===== src/rtl/multicycle_ctrl.sv =====
// ---------------------------------------------------------------------------
// multicycle_ctrl
//   Control FSM for a multi-cycle MIPS-style datapath. The instruction
//   register fields (op/func) and the ALU zero flag are decoded into ALU op
//   select, datapath mux selects and write enables. The memory may stretch
//   any access with wait states (mem_rdy low). A bounded wait counter turns
//   a stuck access into a sticky trap.
//
// Parameters
//   MEM_WAIT_MAX    : wait cycles tolerated before a memory access traps (1..255)
//   TRAP_ON_ILLEGAL : 1 = undecodable instruction traps, 0 = executes as NOP
//
// Ports
//   clk, rst        : clock, synchronous active-high reset
//   op, func        : instruction fields from the IR
//   z               : ALU zero flag (beq)
//   mem_rdy         : memory completes the current access this cycle
//   aluc            : ALU op (00 add, 01 sub, 10 and, 11 or)
//   alu_src_a/_b    : ALU operand selects
//   zext            : immediate zero-extend (andi/ori)
//   pc_src, pc_wr   : PC source select and write enable
//   ir_wr           : IR write enable
//   iord            : memory address select (0 PC, 1 ALUOut)
//   mem_rd, mem_wr  : memory requests
//   reg_wr, reg_dst : register file write enable and destination select
//   mem_to_reg      : register write data select (1 MDR, 0 ALUOut)
//   trap            : sticky fault (illegal instruction or memory timeout)
// ---------------------------------------------------------------------------
module multicycle_ctrl #(
  parameter int MEM_WAIT_MAX    = 15,
  parameter bit TRAP_ON_ILLEGAL = 1'b1
) (
  input  logic       clk,
  input  logic       rst,
  input  logic [5:0] op,
  input  logic [5:0] func,
  input  logic       z,
  input  logic       mem_rdy,
  output logic [1:0] aluc,
  output logic       alu_src_a,
  output logic [1:0] alu_src_b,
  output logic       zext,
  output logic [1:0] pc_src,
  output logic       pc_wr,
  output logic       ir_wr,
  output logic       iord,
  output logic       mem_rd,
  output logic       mem_wr,
  output logic       reg_wr,
  output logic       reg_dst,
  output logic       mem_to_reg,
  output logic       trap
);

  typedef enum logic [3:0] {
    S_FETCH  = 4'd0,
    S_DECODE = 4'd1,
    S_EXEC_R = 4'd2,
    S_EXEC_I = 4'd3,
    S_ADDR   = 4'd4,
    S_MEM_RD = 4'd5,
    S_MEM_WR = 4'd6,
    S_WB_MEM = 4'd7,
    S_WB_ALU = 4'd8,
    S_BRANCH = 4'd9,
    S_JUMP   = 4'd10,
    S_TRAP   = 4'd11
  } state_t;

  localparam logic [5:0] OP_R    = 6'b000000;
  localparam logic [5:0] OP_LW   = 6'b100011;
  localparam logic [5:0] OP_SW   = 6'b101011;
  localparam logic [5:0] OP_BEQ  = 6'b000100;
  localparam logic [5:0] OP_J    = 6'b000010;
  localparam logic [5:0] OP_ADDI = 6'b001000;
  localparam logic [5:0] OP_ANDI = 6'b001100;
  localparam logic [5:0] OP_ORI  = 6'b001101;

  localparam logic [5:0] FN_ADD  = 6'b100000;
  localparam logic [5:0] FN_SUB  = 6'b100010;
  localparam logic [5:0] FN_AND  = 6'b100100;
  localparam logic [5:0] FN_OR   = 6'b100101;

  localparam logic [7:0] WAIT_MAX = 8'(MEM_WAIT_MAX);

  state_t     state, state_nxt;
  logic [7:0] wait_cnt;
  logic       wait_state;

  // Successor of DECODE for the current instruction; illegal encodings
  // either trap or fall back to FETCH as a NOP.
  function automatic state_t decode_next(input logic [5:0] op_i, input logic [5:0] func_i);
    state_t illegal_nxt;
    illegal_nxt = TRAP_ON_ILLEGAL ? S_TRAP : S_FETCH;
    case (op_i)
      OP_R: begin
        case (func_i)
          FN_ADD, FN_SUB, FN_AND, FN_OR: decode_next = S_EXEC_R;
          default:                       decode_next = illegal_nxt;
        endcase
      end
      OP_LW, OP_SW:              decode_next = S_ADDR;
      OP_BEQ:                    decode_next = S_BRANCH;
      OP_J:                      decode_next = S_JUMP;
      OP_ADDI, OP_ANDI, OP_ORI:  decode_next = S_EXEC_I;
      default:                   decode_next = illegal_nxt;
    endcase
  endfunction

  // ---- state register and wait counter ----
  // The counter runs while a memory-facing state waits and is zeroed in
  // every other cycle, so each entry into FETCH/MEM_RD/MEM_WR starts at 0.
  assign wait_state = (state == S_FETCH) || (state == S_MEM_RD) || (state == S_MEM_WR);

  always_ff @(posedge clk) begin
    if (rst) begin
      state    <= S_FETCH;
      wait_cnt <= 8'd0;
    end else begin
      state    <= state_nxt;
      wait_cnt <= (wait_state && !mem_rdy) ? wait_cnt + 8'd1 : 8'd0;
    end
  end

  // ---- next-state logic ----
  // In a memory state, mem_rdy takes priority over the timeout so an access
  // that completes on the last permitted cycle is not trapped.
  always_comb begin
    state_nxt = state;
    case (state)
      S_FETCH: begin
        if (mem_rdy)                    state_nxt = S_DECODE;
        else if (wait_cnt == WAIT_MAX)  state_nxt = S_TRAP;
      end
      S_DECODE: state_nxt = decode_next(op, func);
      S_EXEC_R: state_nxt = S_WB_ALU;
      S_EXEC_I: state_nxt = S_WB_ALU;
      S_ADDR:   state_nxt = (op == OP_SW) ? S_MEM_WR : S_MEM_RD;
      S_MEM_RD: begin
        if (mem_rdy)                    state_nxt = S_WB_MEM;
        else if (wait_cnt == WAIT_MAX)  state_nxt = S_TRAP;
      end
      S_MEM_WR: begin
        if (mem_rdy)                    state_nxt = S_FETCH;
        else if (wait_cnt == WAIT_MAX)  state_nxt = S_TRAP;
      end
      S_WB_MEM: state_nxt = S_FETCH;
      S_WB_ALU: state_nxt = S_FETCH;
      S_BRANCH: state_nxt = S_FETCH;
      S_JUMP:   state_nxt = S_FETCH;
      S_TRAP:   state_nxt = S_TRAP;
      default:  state_nxt = S_FETCH;
    endcase
  end

  // ---- output logic ----
  always_comb begin
    aluc       = 2'b00;
    alu_src_a  = 1'b0;
    alu_src_b  = 2'b00;
    zext       = 1'b0;
    pc_src     = 2'b00;
    pc_wr      = 1'b0;
    ir_wr      = 1'b0;
    iord       = 1'b0;
    mem_rd     = 1'b0;
    mem_wr     = 1'b0;
    reg_wr     = 1'b0;
    reg_dst    = 1'b0;
    mem_to_reg = 1'b0;
    trap       = 1'b0;
    case (state)
      S_FETCH: begin
        mem_rd    = 1'b1;
        alu_src_b = 2'b01;
        ir_wr     = mem_rdy;
        pc_wr     = mem_rdy;
      end
      S_DECODE: begin
        alu_src_b = 2'b11;
      end
      S_EXEC_R: begin
        alu_src_a = 1'b1;
        case (func)
          FN_SUB:  aluc = 2'b01;
          FN_AND:  aluc = 2'b10;
          FN_OR:   aluc = 2'b11;
          default: aluc = 2'b00;
        endcase
      end
      S_EXEC_I: begin
        alu_src_a = 1'b1;
        alu_src_b = 2'b10;
        case (op)
          OP_ANDI: begin aluc = 2'b10; zext = 1'b1; end
          OP_ORI:  begin aluc = 2'b11; zext = 1'b1; end
          default: begin aluc = 2'b00; zext = 1'b0; end
        endcase
      end
      S_ADDR: begin
        alu_src_a = 1'b1;
        alu_src_b = 2'b10;
      end
      S_MEM_RD: begin
        iord   = 1'b1;
        mem_rd = 1'b1;
      end
      S_MEM_WR: begin
        iord   = 1'b1;
        mem_wr = 1'b1;
      end
      S_WB_MEM: begin
        reg_wr     = 1'b1;
        mem_to_reg = 1'b1;
      end
      S_WB_ALU: begin
        reg_wr  = 1'b1;
        reg_dst = (op == OP_R);
      end
      S_BRANCH: begin
        alu_src_a = 1'b1;
        aluc      = 2'b01;
        pc_src    = 2'b01;
        pc_wr     = z;
      end
      S_JUMP: begin
        pc_src = 2'b10;
        pc_wr  = 1'b1;
      end
      S_TRAP: begin
        trap = 1'b1;
      end
      default: ;
    endcase
  end

endmodule


===== config.mk =====
export PLATFORM = sky130hd
export DESIGN_NAME = multicycle_ctrl
export DESIGN_NICKNAME = d
export VERILOG_FILES = /design/src/rtl/multicycle_ctrl.sv
export SDC_FILE = /design/constraint.sdc
export NUM_CORES = 1
export LEC_CHECK = 0
export CAP_MARGIN = 5
export CORE_AREA = 4 4 53 55
export DETAILED_ROUTE_END_ITERATION = 8
export DIE_AREA = 0 0 57 59
export PLACE_DENSITY_LB_ADDON = 0.08
export SLEW_MARGIN = 15
export SYNTH_ARGS = -nofsm -noshare
export SYNTH_HDL_FRONTEND = slang
export SYNTH_SLANG_ARGS = --single-unit

===== constraint.sdc =====
create_clock -name clk -period 4.68 [get_ports clk]
set_clock_uncertainty 0.2 [all_clocks]
set_input_delay 1.404 -clock clk [delete_from_list [all_inputs] [get_ports clk]]
set_output_delay 1.404 -clock clk [all_outputs]
set_load 0.01 [all_outputs]

==> flow_summary.toml <==
[power]
p_leak_nw = 0.572
ir_drop_v = 0.000300
comb_power_share = 0.607
power.density_nw_per_um2 = 424
pwr-share-seq = 0.300
switching_share = 0.437
internal-power_w = 0.000358
finalPower_w = 0.000636
pwr-share-clk = 0.094
p_sw_w = 0.000278

[timing]
hold_viol = 0
worst_slew_pin_slew_ps = 900
min_period_ps = 4570
rsz0062_at_grt = "false"
slew_viol_final = 0
fmax_mhz = 219
postLayoutSetupSlackWorst_ps = 115
slew_headroom = 0.399
finalSetupViolCount = 0
final.period_utilization = 0.975

[synthesis]
synth_compound_area_frac = 0.227
synthArstFlopShare = 0
synth_mux_area_frac = 0.0183
yosys.area_share.adder = 0.0206
synth_edf_count = 0
ys_types = 54
synth_top_flop_cell = "dfxtp_1"
synthCells = 145
ys_ff_latch = 12
seq_area_frac_synth = 0.220
syn_area_um2 = 1090
synth-xor-area-share = 0.0641
synth_top_family_by_area = "simple AND/OR/NAND/NOR gates"
ys_warn_count = 0
syn_nets = 162
synth-simple-area-share = 0.378
postSynthAreaPerCell_um2 = 7.53

[placement]
pre_cts_ws_ps = -105
dp.final_hpwl_mm = 2.25
placed_cell_area_um2 = 1470
dp.cells = 207
io_buffers = 32
finalWeightedCongestion = 0.833

[run_status]
status = "complete, no violations"

[critical_path]
worstSetupStartpointType = "primary input"
r2r_end = "state[3]"
timing.critical_path.slowest_cell_delay_ps = 550
r2r-start = "state[0]"
slowest_stage = "clkdlybuf4s50_1"
cp_max_fo = 3
end_kind = "primary output"
cpMostUsedCell = "clkdlybuf4s50_1"
reg2regPathDepth = 4
required_ps = 3080
crit_start = "op[3]"
reg2reg_slack_ps = 2360
crit_path_cell_trace = "clkdlybuf4s50_1 > nand3b_1 > nor3_2 > and4_1 > clkdlybuf4s50_1"
arrival_ps = 2960
crit_type = "in2out"

[final_layout]
final_core_util = 0.628
final_nets = 199
layout-drive-gt1-share = 0.128
mostFrequentLayoutCells = "clkdlybuf4s50_1, nor2_1, dfxtp_1"
area_growth_pct = 37.3
final_common_cell = "clkdlybuf4s50_1"
fillers = 230
diodes = 0
instances_no_fill = 210
fin_area_um2 = 1500

[worst_hold_path]
hp-class = "reg2reg"
min_from = "wait_cnt[0]"
holdPathEnd = "wait_cnt[0]"
min_path_cells = 1

[grt]
overflow = 0
grtUsageTotal = 0.186
grt_first_pass_wirelength_mm = 5.07
grt_start_max_net_pins = 27
grt_pass1_vias = 1108
antenna_found_initial = 0

[route]
num_vias = 1198
initialDrtViolationCount = 35
wl_per_cell_um = 14.1
first_pass_iters = 4
drc = 0
routed_wl_mm = 2.95
drtAntennaViolNets = 0
vias_per_cell = 5.70

[cts]
h-tree-depth = 1
cts.sink_count = 12
postCtsHoldBufs = 0
cts_resized = 3
clk_path_buf_depth = 2
cts_tree = "done"
clock-root-buffer = "clkbuf_4"
cts_made_buffers = 3
insertion_delay_ps = 260
path_clk_slew_ps = 70
postCtsSetupRepairBufs = 0

[floorplanning]
num_rows = 18
die_x_um = 57
die_h_um = 59
die_area_um2 = 3360
initial_core_util = 0.458
core-area_um2 = 2390
ioPinCount = 33

[run]
drv_cap = 0
per-layer routing:
| metal | share of wire | vias up | routed length [um] | track usage |
|---|---|---|---|---|
| li1 | - | 619 | - | - |
| met1 | 0.47 | 555 | 1390 | 0.259 |
| met2 | 0.49 | 24 | 1450 | 0.310 |
| met3 | 0.039 | 0 | 116 | 0.0458 |
| met4 | 0 | 0 | 0 | 0.00331 |
| met5 | 0 | - | 0 | 0 |
critical path, delay by kind of cell:
family        cells  cell delay, ps
buf+inv           2            1040
simple gates      3             510
cells by family (layout without fill, tap and decap cells):
| kind of cell | Yosys count | count (layout) |
|---|---|---|
| XOR/XNOR | 8 | 8 |
| AND/OR/NAND/NOR | 72 | 72 |
| flip-flops | 12 | 12 |
| AO/OA/AOI/OAI | 33 | 33 |
| buffers and inverters | 16 | 51 |
| adder cells (fa/ha/maj) | 2 | 2 |
| multiplexers | 2 | 2 |
cell type report:
| type | count | area [um2] | area share |
|---|---|---|---|
| Clock buffer | 3 | 22.5 | 0.0150 |
| Inverter | 5 | 18.8 | 0.0125 |
| Multi-Input combinational cell | 117 | 778 | 0.519 |
| Sequential cell | 12 | 240 | 0.160 |
| Tap cell | 30 | 37.5 | 0.0250 |
| Timing Repair Buffer | 43 | 403 | 0.269 |
flip-flops by register name, indices dropped and copies added (netlist names):
| register | count |
|---|---|
| state | 4 |
| wait_cnt | 8 |
worst max path at each step:
stage	depth (start not counted)	slack [ps]	to
floorplan	4	710	pc_wr
CTS	6	40	aluc[1]
global route	5	40	pc_wr
detailed placement	4	-110	reg_dst
finish	5	110	zext
global placement	4	-70	reg_dst
synthesized netlist by cell type (2+ instances only):
cell type,n,area [um2]
nand2b_1,4,25.0
o21ai_0,3,15.0
nand3b_1,2,15.0
mux2i_1,2,20.0
nor4_1,3,18.8
buf_2,3,15.0
nor4b_1,2,17.5
buf_6,2,22.5
nand4bb_1,2,22.5
xor2_1,4,35.0
dfxtp_1,12,240
or2_2,2,12.5
buf_1,2,7.51
nor2_1,20,75.1
xnor2_1,4,35.0
or4_1,3,22.5
o21bai_1,2,15.0
inv_1,5,18.8
a21oi_1,7,35.0
nor3_1,8,40.0
a31oi_1,3,18.8
nand2_1,8,30.0
nand3_1,5,25.0
clkbuf_1,4,15.0
a211o_1,3,26.3
and3_1,2,12.5
power groups by stage:
stage | Combinational, W | Sequential [W] | Clock, W
finish | 0.000386 | 0.000191 | 0.0000596
global placement | 0.000385 | 0.000189 | 0
floorplan | 0.000299 | 0.000132 | 0
global route | 0.000424 | 0.000196 | 0.0000699
CTS | 0.000388 | 0.000188 | 0.0000627
detailed placement | 0.000386 | 0.000190 | 0
per-stage QoR:
| stage | setup TNS [ps] | hold WS (ps) |
|---|---|---|
| after floorplan | 0 | 218 |
| after global placement | -103 | 230 |
| after detailed placement | -201 | 242 |
| after CTS | 0 | 260 |
| after global routing | 0 | 286 |
| final | 0 | 252 |
(Power assumes the default switching activity.)
==> variant (config.mk and constraints unchanged) <==
The parameter `TRAP_ON_ILLEGAL` goes from 1'b1 to 1'b0.
--- a/src/rtl/multicycle_ctrl.sv
+++ b/src/rtl/multicycle_ctrl.sv
@@ -28,7 +28,7 @@
 // ---------------------------------------------------------------------------
 module multicycle_ctrl #(
   parameter int MEM_WAIT_MAX    = 15,
-  parameter bit TRAP_ON_ILLEGAL = 1'b1
+  parameter bit TRAP_ON_ILLEGAL = 1'b0
 ) (
   input  logic       clk,
   input  logic       rst,
Behaviour: not the same (a bounded check fails within 4 cycles, from zero or initial values and one cycle with rst high).
==> variant against the unedited design <==
  * Routed wire length is 15% lower
  * Design area down 8.8%
  * Largest cell class unchanged
  * Synthesized cell count is 14% lower
  * Hold slack got worse by 1.6 ps
  * Sequential share of layout area rose by 1.6 points
  * Synthesized area is 12% lower
  * Maximum frequency decreased by 0.35%
  * Sequential cell count did not move
  * Critical path depth stayed put
  * Setup slack lost 16 ps
Power is not compared: it rests on default switching activity, and its combinational part moved more than twofold at a synthesized area within 25%.
==> variant: results (changes against the unedited design) <==
- Compound-Gate Fraction of Synth Area: 20.00% (-2.7 points)
- Reg2reg end: wait_cnt[6]
- Post-Synthesis Net Count: 141 (-13%)
- Placed insts: 187 (-9.7%)
- Layout cells sized above 1: 12.50% (-0.28 points)
- Commonest cells in the netlist: 24 x nor2_1, 12 x dfxtp_1, 6 x a21oi_1, 6 x nand2b_1
- Post-synthesis xor/xnor area fraction: 8.182% (+1.8 points)
- Placed wire-length estimate: 1975 um (-12%)
- Wire length of the first global-routing pass: 4429 um (-13%)
- Adder-Cell Fraction of Synth Area: 1.299% (-0.76 points)
- GRT Util Overall: 16.09% (-2.5 points)
- DR vias/cell: 5.421 (-5.0%)
- Vias: 1030 (-14%)
- Post-Route WL: 2501 um (-15%)
- Vias in the first global route: 988 (-11%)
- R2r setup slk: 2950 ps (+590 ps)
- Crit Path Max Fanout: 2 (-1)
- Setup slack at placement: 7.457 ps (+112.7 ps)
- Largest net degree at the start of global routing: 15 (-44%)
- Status: complete, no violations
- Mux share of post-synthesis cell area: 2.208% (+0.38 points)
- Final setup TNS: 0 ps (unchanged)
- Sequential-to-total area share from yosys stat: 24.94% (+2.9 points)
- Placer congestion estimate: 0.8148 (-2.1%)
- Initial DRC count: 40 (+14%)
- Critical path origin: op[1]
- Post-Synthesis Cells: 124 (-14%)
- Slew @ Worst Pin: 492.5 ps (-407.2 ps)
- Clk Latency, worst-skew pair: 270 ps
- TritonCTS buffer count: 3 (unchanged)
- Reg-to-Reg Start: state[1]
- Unique masters post-synth: 40 (-26%)
- Synth top area cells: dfxtp_1 25%, nor2_1 9.4%, xnor2_1 4.5%
==> variant: cell type report <==
class	instances	area (sq um)
Tap cell	30	37.54
Timing Repair Buffer	38	367.9
Sequential cell	12	240.2
Fill cell	246	1020
Multi-Input combinational cell	105	691.9
Clock buffer	3	22.52
Inverter	2	7.507
==> variant: worst max path at each step <==
| stage | end | slack (ps) | depth (start not counted) |
|---|---|---|---|
| 2_1_floorplan | aluc[0] | 850 | 4 |
| 3_3_place_gp | aluc[0] | 50 | 6 |
| 4_1_cts | aluc[0] | 40 | 6 |
| 6_report | aluc[1] | 100 | 5 |
| 5_1_grt | aluc[1] | 0.8 | 5 |
| 3_5_place_dp | aluc[0] | 7 | 6 |
==> variant: repair_timing <==
item,CTS,global route
pin swaps,0,0
gates resized for setup,1,4
setup endpoints to repair,1,2
==> variant: per-stage QoR <==
| stage | hold WS, ps | cell area (sq um) |
|---|---|---|
| after CTS | 252.5 | 1351 |
| final | 250.6 | 1368 |
| after detailed placement | 235.3 | 1324 |
| after global placement | 229.6 | 1324 |
| after global routing | 288.5 | 1368 |
| after floorplan | 217.5 | 963.4 |
==> variant: power breakdown <==
group          total (W)  switching [W]  internal [W]
Sequential      0.000135      0.0000248      0.000111
Clock          0.0000618      0.0000321     0.0000298
Combinational   0.000177      0.0000803     0.0000963
==> variant: layer usage <==
| metal | vias up | track usage, % | wire (um) |
|---|---|---|---|
| li1 | 525 | - | - |
| met1 | 472 | 22.50 | 1160 |
| met2 | 33 | 25.94 | 1196 |
| met3 | 0 | 4.357 | 143 |
| met4 | 0 | 1.325 | 0 |
| met5 | - | 0 | 0 |
==> variant: cell families (layout without fill, tap and decap cells) <==
kind of cell / Yosys count / after routing
compound gates: 29 / 29
xor+xnor: 9 / 9
fa+ha+maj: 1 / 1
buf+inv: 7 / 43
flops: 12 / 12
mux: 2 / 2
simple gates: 64 / 64
